File: src/rtl/ccr_unit.sv
// Condition-code register with branch-condition evaluation and a LIFO flag-save
// stack for interrupt entry (save) and RTI (restore).
module ccr_unit #(
  parameter int unsigned STACK_DEPTH = 4
) (
  input  logic       clk,
  input  logic       rst_n,
  input  logic       alu_c,
  input  logic       alu_v,
  input  logic       alu_n,
  input  logic       alu_z,
  input  logic       flag_we,
  input  logic [1:0] cond_sel,
  input  logic       branch_req,
  output logic       branch_taken,
  input  logic       save,
  input  logic       restore,
  output logic       flag_c,
  output logic       flag_v,
  output logic       flag_n,
  output logic       flag_z,
  output logic       stack_full,
  output logic       stack_empty,
  output logic       err
);

  localparam int unsigned CW = $clog2(STACK_DEPTH + 1);
  localparam int unsigned AW = (STACK_DEPTH > 1) ? $clog2(STACK_DEPTH) : 1;

  // CCR layout {Z,N,C,V}: cond_sel 0..3 maps to bit 3..0, i.e. bit index ~cond_sel.
  logic [3:0]    ccr;
  logic [3:0]    ccr_next;
  logic [3:0]    upd;
  logic [CW-1:0] count;
  logic [CW-1:0] count_next;
  logic [3:0]    stack_mem [STACK_DEPTH];
  logic [AW-1:0] push_idx;
  logic [AW-1:0] top_idx;
  logic          collide;
  logic          do_pop;
  logic          do_push;
  logic          fault;

  assign branch_taken = branch_req & ccr[~cond_sel];

  assign flag_z = ccr[3];
  assign flag_n = ccr[2];
  assign flag_c = ccr[1];
  assign flag_v = ccr[0];

  assign stack_full  = (count == CW'(STACK_DEPTH));
  assign stack_empty = (count == '0);

  assign push_idx = count[AW-1:0];
  assign top_idx  = AW'(count - CW'(1));

  always_comb begin
    upd = flag_we ? {alu_z, alu_n, alu_c, alu_v} : ccr;
    // Taken-clear is applied on top of the ALU write so the clear wins.
    if (branch_taken) begin
      upd[~cond_sel] = 1'b0;
    end

    collide = save & restore;
    do_pop  = restore & ~save & ~stack_empty;
    do_push = save & ~restore & ~stack_full;
    fault   = collide
            | (restore & ~save & stack_empty)
            | (save & ~restore & stack_full);

    ccr_next   = do_pop ? stack_mem[top_idx] : upd;
    count_next = count;
    if (do_pop) begin
      count_next = count - CW'(1);
    end else if (do_push) begin
      count_next = count + CW'(1);
    end
  end

  always_ff @(posedge clk or negedge rst_n) begin
    if (!rst_n) begin
      ccr   <= '0;
      count <= '0;
      err   <= 1'b0;
    end else begin
      ccr   <= ccr_next;
      count <= count_next;
      err   <= err | fault;
    end
  end

  // Stack contents are don't-care after reset; the pushed value is the pre-edge CCR.
  always_ff @(posedge clk) begin
    if (do_push) begin
      stack_mem[push_idx] <= ccr;
    end
  end

endmodule

File: config.mk
export PLATFORM = sky130hd
export DESIGN_NAME = ccr_unit
export DESIGN_NICKNAME = d
export VERILOG_FILES = /design/src/rtl/ccr_unit.sv
export SDC_FILE = /design/constraint.sdc
export NUM_CORES = 1
export LEC_CHECK = 0
export ABC_AREA = 1
export ABC_CLOCK_PERIOD_IN_PS = 1400
export CAP_MARGIN = 10
export CORE_UTILIZATION = 49
export CTS_BUF_LIST = sky130_fd_sc_hd__clkbuf_8
export CTS_CLUSTER_SIZE = 12
export DETAILED_ROUTE_END_ITERATION = 10
export HOLD_SLACK_MARGIN = 0.03
export PLACE_DENSITY = 0.78
export SYNTH_ARGS = -nofsm -noshare
export SYNTH_HDL_FRONTEND = slang
export SYNTH_SLANG_ARGS = --single-unit
File: constraint.sdc
create_clock -name clk -period 1.4 [get_ports clk]
set_input_delay 0.28 -clock clk [delete_from_list [all_inputs] [get_ports clk]]
set_output_delay 0.28 -clock clk [all_outputs]
set_load 0.1 [all_outputs]
==> flow_summary.yaml, run 1 <==
layout:
  utilization_pct: 81.80
  areaGrowthSynthToFinish_pct: 59.07
  design_area_um2: 2008
  nFillCells: 123
  drive_gt1_share_pct: 41.18
  layout.nets: 206
  antennaDiodeCount: 0
critical_path:
  slowest_stage: "dfrtp_2"
  crit_path_max_fanout: 4
  path_class: "reg2reg"
  reg2reg_depth: 11
  critPathMaxStageDelay_ns: 0.42
  crit_chain: "inv_8, ha_4, ha_4, buf_4, inv_4, nand3_4, buf_4, nand2_2, inv_1, nand2_1, nand2_1"
  crit_cells: 11
  cp-start-kind: "flop"
  crit_path_end_kind: "flop"
  critPathTopFamily: "buffers and inverters"
  reg2reg_slack_ns: -0.24
  cp_num_buf_inv: 5
  cp.arrival_ns: 1.80
  crit_required_ns: 1.56
place:
  pre_cts_ws_ns: -0.3940
  placed_area_um2: 1803
  hpwl_mm: 2.222
  gp_congestion: 0.7351
  portBuffers: 19
logic_synthesis:
  async_reset_ff_share_pct: 33.33
  synth_fa_ha_area_share_pct: 5.946
  muxShareOfSynthArea_pct: 0
  yosys.area_share.simple_pct: 19.62
  synth_nets: 154
  synth_area_per_cell_um2: 9.283
  synth_ff_type: "edfxtp_1"
  synth_compound_area_share_pct: 10.21
  seq_area_frac_synth_pct: 53.91
  ys_ff_latch: 24
  syn_area_um2: 1262
  synth_most_common_cell: "nand2_1"
  synth_cell_type_count: 22
  synth_warnings: 0
  ys_top_cells_by_area: "edfxtp_1 38%, dfrtp_1 16%, nand2_1 8.9%, o21ai_0 7.1%, ha_1 5.9%"
  synth_edf_count: 16
  synth_top_family_by_area: "simple AND/OR/NAND/NOR gates"
  syn_inst: 136
  synth_commonest_cells: "30 x nand2_1, 18 x o21ai_0, 16 x edfxtp_1, 16 x inv_1, 16 x nor2_1"
  synth_top_area_share_pct: 38.06
  yosys.area.top_type: "edfxtp_1"
  synth_xor_area_share_pct: 2.676
pwr:
  ir_drop_v: 0.002915
  swShare_pct: 46.05
  leakage_uw: 0.0008812
  p_comb_share_pct: 63.0
  finalPower_uw: 4741
  power.density_nw_per_um2: 2361
  intPower_uw: 2558
  switchingPower_uw: 2183
  pwr-share-clk_pct: 12.9
  p_seq_share_pct: 24.1
timing:
  holdWs_ns: 0.3129
  finClkSkew_ns: 0.006480
  hold_viol: 0
  layout_setup_ws_ns: -0.2447
  tightest_slew_ns: 0.4495
  rsz0062_at_grt: "yes"
  fin_crit_sh_pct: 117.5
  finalSetupViolCount: 27
  fmax_mhz: 608.0
  final_max_slew_viol_count: 0
  post-route-min-period_ns: 1.645
  slew_headroom_pct: 69.94
floorplanning:
  die_y_um: 52.76
  die_w_um: 52.76
  rows: 18
  fp.dieArea_um2: 2784
  core_area_um2: 2455
  io-pin-count: 20
  start_util_pct: 51.43
route:
  initialDrtViolationCount: 60
  ant_nets: 0
  wl_per_cell_um: 19.21
  drc_errors: 0
  routed_wirelength_mm: 4.169
  viasPerCell: 5.733
  drt_first_pass_iters: 5
  via_count: 1244
grt:
  grt_max_degree: 15
  grt_overflow: 0
  grt_use_met1_pct: 33.27
  grt_first_pass_wirelength_mm: 5.340
  track_usage_pct: 27.73
  grt_pass1_vias: 1158
  grtUsageMet2_pct: 48.10
  grt_antenna_before_repair: 0
  busiest_layer: "met2"
  use_met3_pct: 2.319
clocking:
  cts_root_buf: "clkbuf_8"
  cts_made_buffers: 3
  clock_path_buffers: 2
  insertion_delay_ns: 0.27
  cts_tree: "built"
  h-tree-depth: 1
  cts.sinks: 24
  cts.reportedPaths.clkPinSlew_ns: 0.09
run_status:
  violations: "setup timing"
  status: "finished with violations"
min_path:
  hold_path.class: "in2async"
run:
  max_cap_violations: 0
==> layout make-up <==
cell class,count,area (um2),share of cell area [%]
inverters,21,95.09,4.735
well taps,30,37.54,1.869
multi-input cells,89,609.3,30.34
clock buffers,3,41.29,2.056
clock inverters,1,30.03,1.495
repair buffers,49,498.0,24.80
flip-flops and latches,24,696.9,34.70
==> cell usage in the layout, fill, tap and decap left out, types with 5 or more instances in the layout <==
cell	n
buf_12	8
buf_4	28
clkdlybuf4s50_1	10
edfxtp_1	16
inv_1	13
nand2_1	24
nand2_4	5
nor2_1	12
o21ai_0	16
==> kinds of logic (layout without fill, tap and decap cells) <==
group	after synthesis	count (layout)
AND/OR/NAND/NOR	57	57
flip-flops	24	24
XOR/XNOR	3	3
AO/OA/AOI/OAI	23	23
adder cells (fa/ha/maj)	6	6
buffers and inverters	23	74
==> sequential cells by signal (all words and copies together), names as in the netlist <==
signal and flops:
ccr 4, count 3, err 1, stack_mem 16
==> metal layers <==
metal | share of wire, % | wire (um)
met5 | 0 | 0
met4 | 2.2 | 93
met3 | 6.3 | 263
met2 | 55 | 2277
met1 | 37 | 1535
==> final timing paths <==
| kind | from | endpoint |
|---|---|---|
| worst max-delay path | count[0] | ccr[0] |
| worst min-delay path | rst_n | ccr[3] |
| worst max register to register | count[0] | ccr[0] |
| worst min register to register | err | err |
| max in group asynchronous | rst_n | ccr[0] |
| min in group clk | cond_sel[0] | ccr[2] |
==> power by group through the flow <==
| stage | combinational (uW) | clock, uW | sequential [uW] |
|---|---|---|---|
| after global routing | 3120 | 627 | 1150 |
| after detailed placement | 2560 | 0 | 1120 |
| after floorplan | 1220 | 0 | 1520 |
| after CTS | 2680 | 604 | 1120 |
| final | 2990 | 611 | 1140 |
| after global placement | 2460 | 0 | 1120 |
==> through the flow <==
step,instances,setup TNS (ns)
final,217,-3.023
after detailed placement,202,-3.520
after global placement,202,-2.666
after CTS,209,-1.732
after global routing,217,-4.250
after floorplan,136,-2.943
==> timing repair <==
action                                  4_1_cts  5_1_grt
buffers inserted                              3        8
pin swaps                                     4        7
hold buffers                                  0        0
endpoints found under the setup margin       26       26
endpoints found under the hold margin         0        0
gates resized for setup                       8       12
Power figures use the tool's default switching activity.
==> run 2: changes to the inputs <==
Settings changed: ABC_CLOCK_PERIOD_IN_PS 1400 to 1500.
Clock period 1.4 ns to 1.5 ns, I/O delays scaled along.
==> run 2 against run 1 <==
Net effect:
- wire length fell by 23%
- setup slack improved by 0.17 ns
- non-clock buffer count rose by 1
- total power fell by 15%
- the flow still finishes with violations (setup timing)
==> flow_summary.yaml, run 2 (synthesized netlist as in run 1, its figures left out) <==
run_status:
  status: "finished with violations"
  violations: "setup timing"
route:
  initialDrtViolationCount: 41
  drt_first_pass_iters: 4
  drc_errors: 0
  routed_wirelength_mm: 3.200
  ant_nets: 0
  viasPerCell: 5.128
  wl_per_cell_um: 14.68
  via_count: 1118
timing:
  rsz0062_at_grt: "yes"
  hold_viol: 0
  fin_crit_sh_pct: 105.2
  layout_setup_ws_ns: -0.07838
  finClkSkew_ns: 0.007987
  final_max_slew_viol_count: 0
  fmax_mhz: 633.6
  tightest_slew_ns: 0.3837
  post-route-min-period_ns: 1.578
  slew_headroom_pct: 74.34
  finalSetupViolCount: 4
critical_path:
  crit_required_ns: 1.20
  timing.rr.end: "count[2]"
  crit_path_max_fanout: 3
  critPathMaxStageDelay_ns: 0.41
  slowest_stage: "dfrtp_1"
  crit_chain: "inv_2, ha_4, ha_4, buf_12"
  path_class: "reg2out"
  cp-start-kind: "flop"
  reg2reg_slack_ns: -0.03
  crit_path_end_kind: "output port"
  cp_num_buf_inv: 2
  r2r-start: "count[1]"
  critPathTopFamily: "flip-flops"
  cp_common_cell: "ha_4"
  reg2reg_depth: 9
  cp.arrival_ns: 1.28
layout:
  largest_reg_flops: 16
  utilization_pct: 78.44
  nFillCells: 151
  final_cell_mix: "31 x buf_4, 24 x nand2_1, 18 x o21ai_0, 16 x edfxtp_1, 15 x nor2_1"
  drive_gt1_share_pct: 39.36
  reg_top3: "stack_mem x16, ccr x4, count x3"
  areaGrowthSynthToFinish_pct: 52.53
  layout.nets: 207
  antennaDiodeCount: 0
  largest_register: "stack_mem"
  layout_commonest_cell: "buf_4"
clocking:
  insertion_delay_ns: 0.26
  h-tree-depth: 1
  clock_path_buffers: 2
  cts_root_buf: "clkbuf_8"
  cts.reportedPaths.clkPinSlew_ns: 0.09
  ctsHoldBuffers: 0
  cts.sinks: 24
  cts_tree: "built"
  cts_made_buffers: 3
place:
  pre_cts_ws_ns: -0.2643
  hpwl_mm: 2.256
  portBuffers: 19
  gp_congestion: 0.7885
floorplanning:
  rows: 18
  die_w_um: 52.76
  start_util_pct: 51.43
  die_y_um: 52.76
  fp.dieArea_um2: 2784
  io-pin-count: 20
  core_area_um2: 2455
grt:
  grt_antenna_before_repair: 0
  grt_first_pass_wirelength_mm: 4.816
  track_usage_pct: 24.36
  grt_overflow: 0
  grt_max_degree: 14
  grt_pass1_vias: 1048
min_path:
  hold_path.class: "in2async"
pwr:
  ir_drop_v: 0.001993
  finalPower_uw: 4021
  power.density_nw_per_um2: 2088
  leakage_uw: 0.0008522
run:
  max_cap_violations: 0
## run 2: cell type report
type | instances | area (um2) | share of cell area [%]
multi-input cells | 89 | 556.8 | 28.91
flip-flops and latches | 24 | 696.9 | 36.19
well taps | 30 | 37.54 | 1.949
clock inverters | 1 | 3.754 | 0.1949
inverters | 21 | 92.59 | 4.808
clock buffers | 3 | 41.29 | 2.144
repair buffers | 50 | 496.7 | 25.80
## run 2: how the worst max path moves through the flow
stage	from	endpoint	slack (ns)	depth (start not counted)
after floorplan	ccr[2]	branch_taken	-0.23	4
after global placement	cond_sel[0]	branch_taken	-0.21	7
after detailed placement	cond_sel[0]	branch_taken	-0.26	7
after CTS	count[0]	stack_empty	-0.06	4
after global routing	count[1]	stack_empty	-0.11	4
final	count[1]	stack_empty	-0.08	4
## run 2: stage by stage
step	area (um2)	TNS [ns]	hold WS, ns	instances
after floorplan	1351	-1.211	0.004409	136
after global placement	1778	-1.061	0.5207	201
after detailed placement	1778	-2.605	0.5321	201
after CTS	1894	-0.1296	0.3323	214
after global routing	1926	-0.4881	0.3406	218
final	1926	-0.1964	0.3128	218
## run 2: report_power, final
part | leakage (uW) | total, uW | switching (uW) | internal, uW
Sequential | 0.000235 | 1060 | 116 | 943
Clock | 0.0000231 | 384 | 201 | 183
Combinational | 0.000594 | 2580 | 1550 | 1030
Total | 0.000852 | 4020 | 1870 | 2150
## run 2: repair_timing
item | 4_1_cts | 5_1_grt
setup endpoints to repair | 10 | 13
buffers inserted | 9 | 5
gates resized for setup | 7 | 5
hold endpoints to repair | 0 | 0
pin swaps | 5 | 6
## run 2: layer usage
metal / GRT usage, % / routed length, um / up-vias
met1: 31.05 / 1342 / 537
met4: 3.947 / 27 / 0
met5: 0 / 0 / -
li1: - / - / 542
met3: 2.609 / 123 / 4
met2: 44.51 / 1707 / 35
## run 2: worst reg2reg max path, stage by stage (launching register included)
cell	delay (ns)
dfrtp_1	0.41
inv_2	0.12
ha_4	0.16
ha_4	0.15
inv_2	0.05
nand3_4	0.08
inv_4	0.06
a21oi_4	0.20
nand2_1	0.11
o21ai_1	0.11
==> run 3: changes to the inputs <==
Settings changed: CORE_ASPECT_RATIO from default to 1.5.
==> run 3 against run 2 <==
Net effect:
- the run still ends with setup timing left
- non-clock buffer count stayed put
- sequential share of layout area shrank 0.80 points
- first-iteration DRC count up 34%
- wire length down 0.88%
- critical endpoint unchanged
- largest power group unchanged
==> flow_summary.yaml, run 3 (synthesized netlist as in run 1, its figures left out) <==
critical_path:
  crit_required_ns: 1.20
  path_class: "reg2out"
  cp.arrival_ns: 1.34
  r2r-start: "count[0]"
  cp-start-kind: "flop"
  reg2reg_depth: 10
  slowest_stage: "dfrtp_2"
  crit_chain: "inv_8, ha_4, ha_4, buf_6, buf_12"
  critPathTopFamily: "flip-flops"
  cp_common_cell: "ha_4"
  reg2reg_slack_ns: -0.03
  crit_path_max_fanout: 4
  crit_path_end_kind: "output port"
  cp_num_buf_inv: 3
  cp-startpoint: "count[0]"
  timing.rr.end: "count[1]"
  critPathMaxStageDelay_ns: 0.42
pwr:
  power.density_nw_per_um2: 2175
  leakage_uw: 0.0008809
  switchingPower_uw: 1862
  pwr-share-clk_pct: 13.5
  intPower_uw: 2421
  swShare_pct: 43.47
  p_comb_share_pct: 61.4
  p_seq_share_pct: 25.1
  ir_drop_v: 0.001725
place:
  portBuffers: 19
  hpwl_mm: 2.065
  dp.cells: 193
  gp_congestion: 0.7644
  placed_area_um2: 1755
  pre_cts_ws_ns: -0.3142
clocking:
  cts_root_buf: "clkbuf_8"
  cts.reportedPaths.clkPinSlew_ns: 0.09
  cts_made_buffers: 3
  h-tree-depth: 1
  clock_path_buffers: 2
  insertion_delay_ns: 0.28
  ctsHoldBuffers: 0
  cts_tree: "built"
  cts.sinks: 24
route:
  initialDrtViolationCount: 55
  via_count: 1135
  wl_per_cell_um: 14.96
  routed_wirelength_mm: 3.172
  drc_errors: 0
  drt_first_pass_iters: 4
  ant_nets: 0
  viasPerCell: 5.354
layout:
  nFillCells: 126
  layout_commonest_cell: "buf_4"
  antennaDiodeCount: 0
  register_area_um2: 696.9
  multi_input_area_um2: 556.8
  instances_no_fill: 212
  areaGrowthSynthToFinish_pct: 56.00
  largest_register: "stack_mem"
  design_area_um2: 1969
  reg_top3: "stack_mem x16, ccr x4, count x3"
  drive_gt1_share_pct: 39.36
  final_cell_mix: "27 x buf_4, 24 x nand2_1, 18 x o21ai_0, 16 x edfxtp_1, 15 x nor2_1"
  largest_reg_flops: 16
  layout.nets: 207
floorplanning:
  die_y_um: 64.17
  core_area_um2: 2450
  die_w_um: 43.45
  io-pin-count: 20
  fp.dieArea_um2: 2788
  start_util_pct: 51.53
  rows: 22
grt:
  grt_first_pass_wirelength_mm: 4.471
  grt_pass1_vias: 1012
  grt_overflow: 0
  grt_max_degree: 15
  track_usage_pct: 21.89
  grt_antenna_before_repair: 0
timing:
  finalSetupViolCount: 7
  finClkSkew_ns: 0.001756
  layout_setup_ws_ns: -0.1402
  holdWs_ns: 0.3107
  final_max_slew_viol_count: 0
  hold_viol: 0
  setup_tns_ns: -0.4009
  fin_crit_sh_pct: 109.3
  post-route-min-period_ns: 1.640
  tightest_slew_ns: 0.4054
  slew_headroom_pct: 72.89
  rsz0062_at_grt: "yes"
  fmax_mhz: 609.7
run_status:
  status: "finished with violations"
  violations: "setup timing"
run:
  max_cap_violations: 0
min_path:
  hold_path.class: "in2async"
[run 3: how the worst max path moves through the flow]
stage	endpoint	slack, ns	depth (start not counted)
4_1_cts	stack_empty	-0.13	5
3_3_place_gp	branch_taken	-0.25	7
3_5_place_dp	branch_taken	-0.31	7
6_report	stack_empty	-0.14	5
2_1_floorplan	branch_taken	-0.23	4
5_1_grt	stack_empty	-0.17	5
[run 3: final cells by class]
| cell class | count | area share [%] |
|---|---|---|
| Tap cell | 24 | 1.525 |
| Clock inverter | 1 | 1.525 |
| Clock buffer | 3 | 2.097 |
| Inverter | 21 | 4.828 |
| Multi-Input combinational cell | 89 | 28.27 |
| Sequential cell | 24 | 35.39 |
| Timing Repair Buffer | 50 | 26.37 |
[run 3: layer usage]
metal	vias to the layer above	wire (um)	global-route usage [%]
met2	49	1697	38.83
met5	-	0	0
li1	540	-	-
met3	11	96	1.695
met1	535	1234	24.67
met4	0	142	12.89
[run 3: repair_timing]
action / 4_1_cts / 5_1_grt
resized for setup: 6 / 8
pin swaps: 5 / 4
setup endpoints to repair: 9 / 14
setup buffers: 7 / 8
[run 3: worst register-to-register path: stages (launching register included)]
cell and delay (ns):
dfrtp_2 0.45, inv_8 0.08, ha_4 0.14, ha_4 0.14
buf_4 0.11, inv_4 0.03, nand3_4 0.09, inv_4 0.06
a21oi_4 0.20, nand2_1 0.09, o21ai_1 0.07
[run 3: power by group through the flow]
stage	clock [uW]	combinational, uW	sequential, uW
after global placement	0	2100	1130
after detailed placement	0	2170	1150
after floorplan	0	1130	1420
after global routing	607	2800	1090
after CTS	565	2380	1100
final	579	2630	1070
[run 3: through the flow]
step,total power (uW),util (%)
3_3_place_gp,3235,71.65
4_1_cts,4043,77.02
6_report,4283,80.39
2_1_floorplan,2551,-
5_1_grt,4491,80.39
3_5_place_dp,3321,71.65
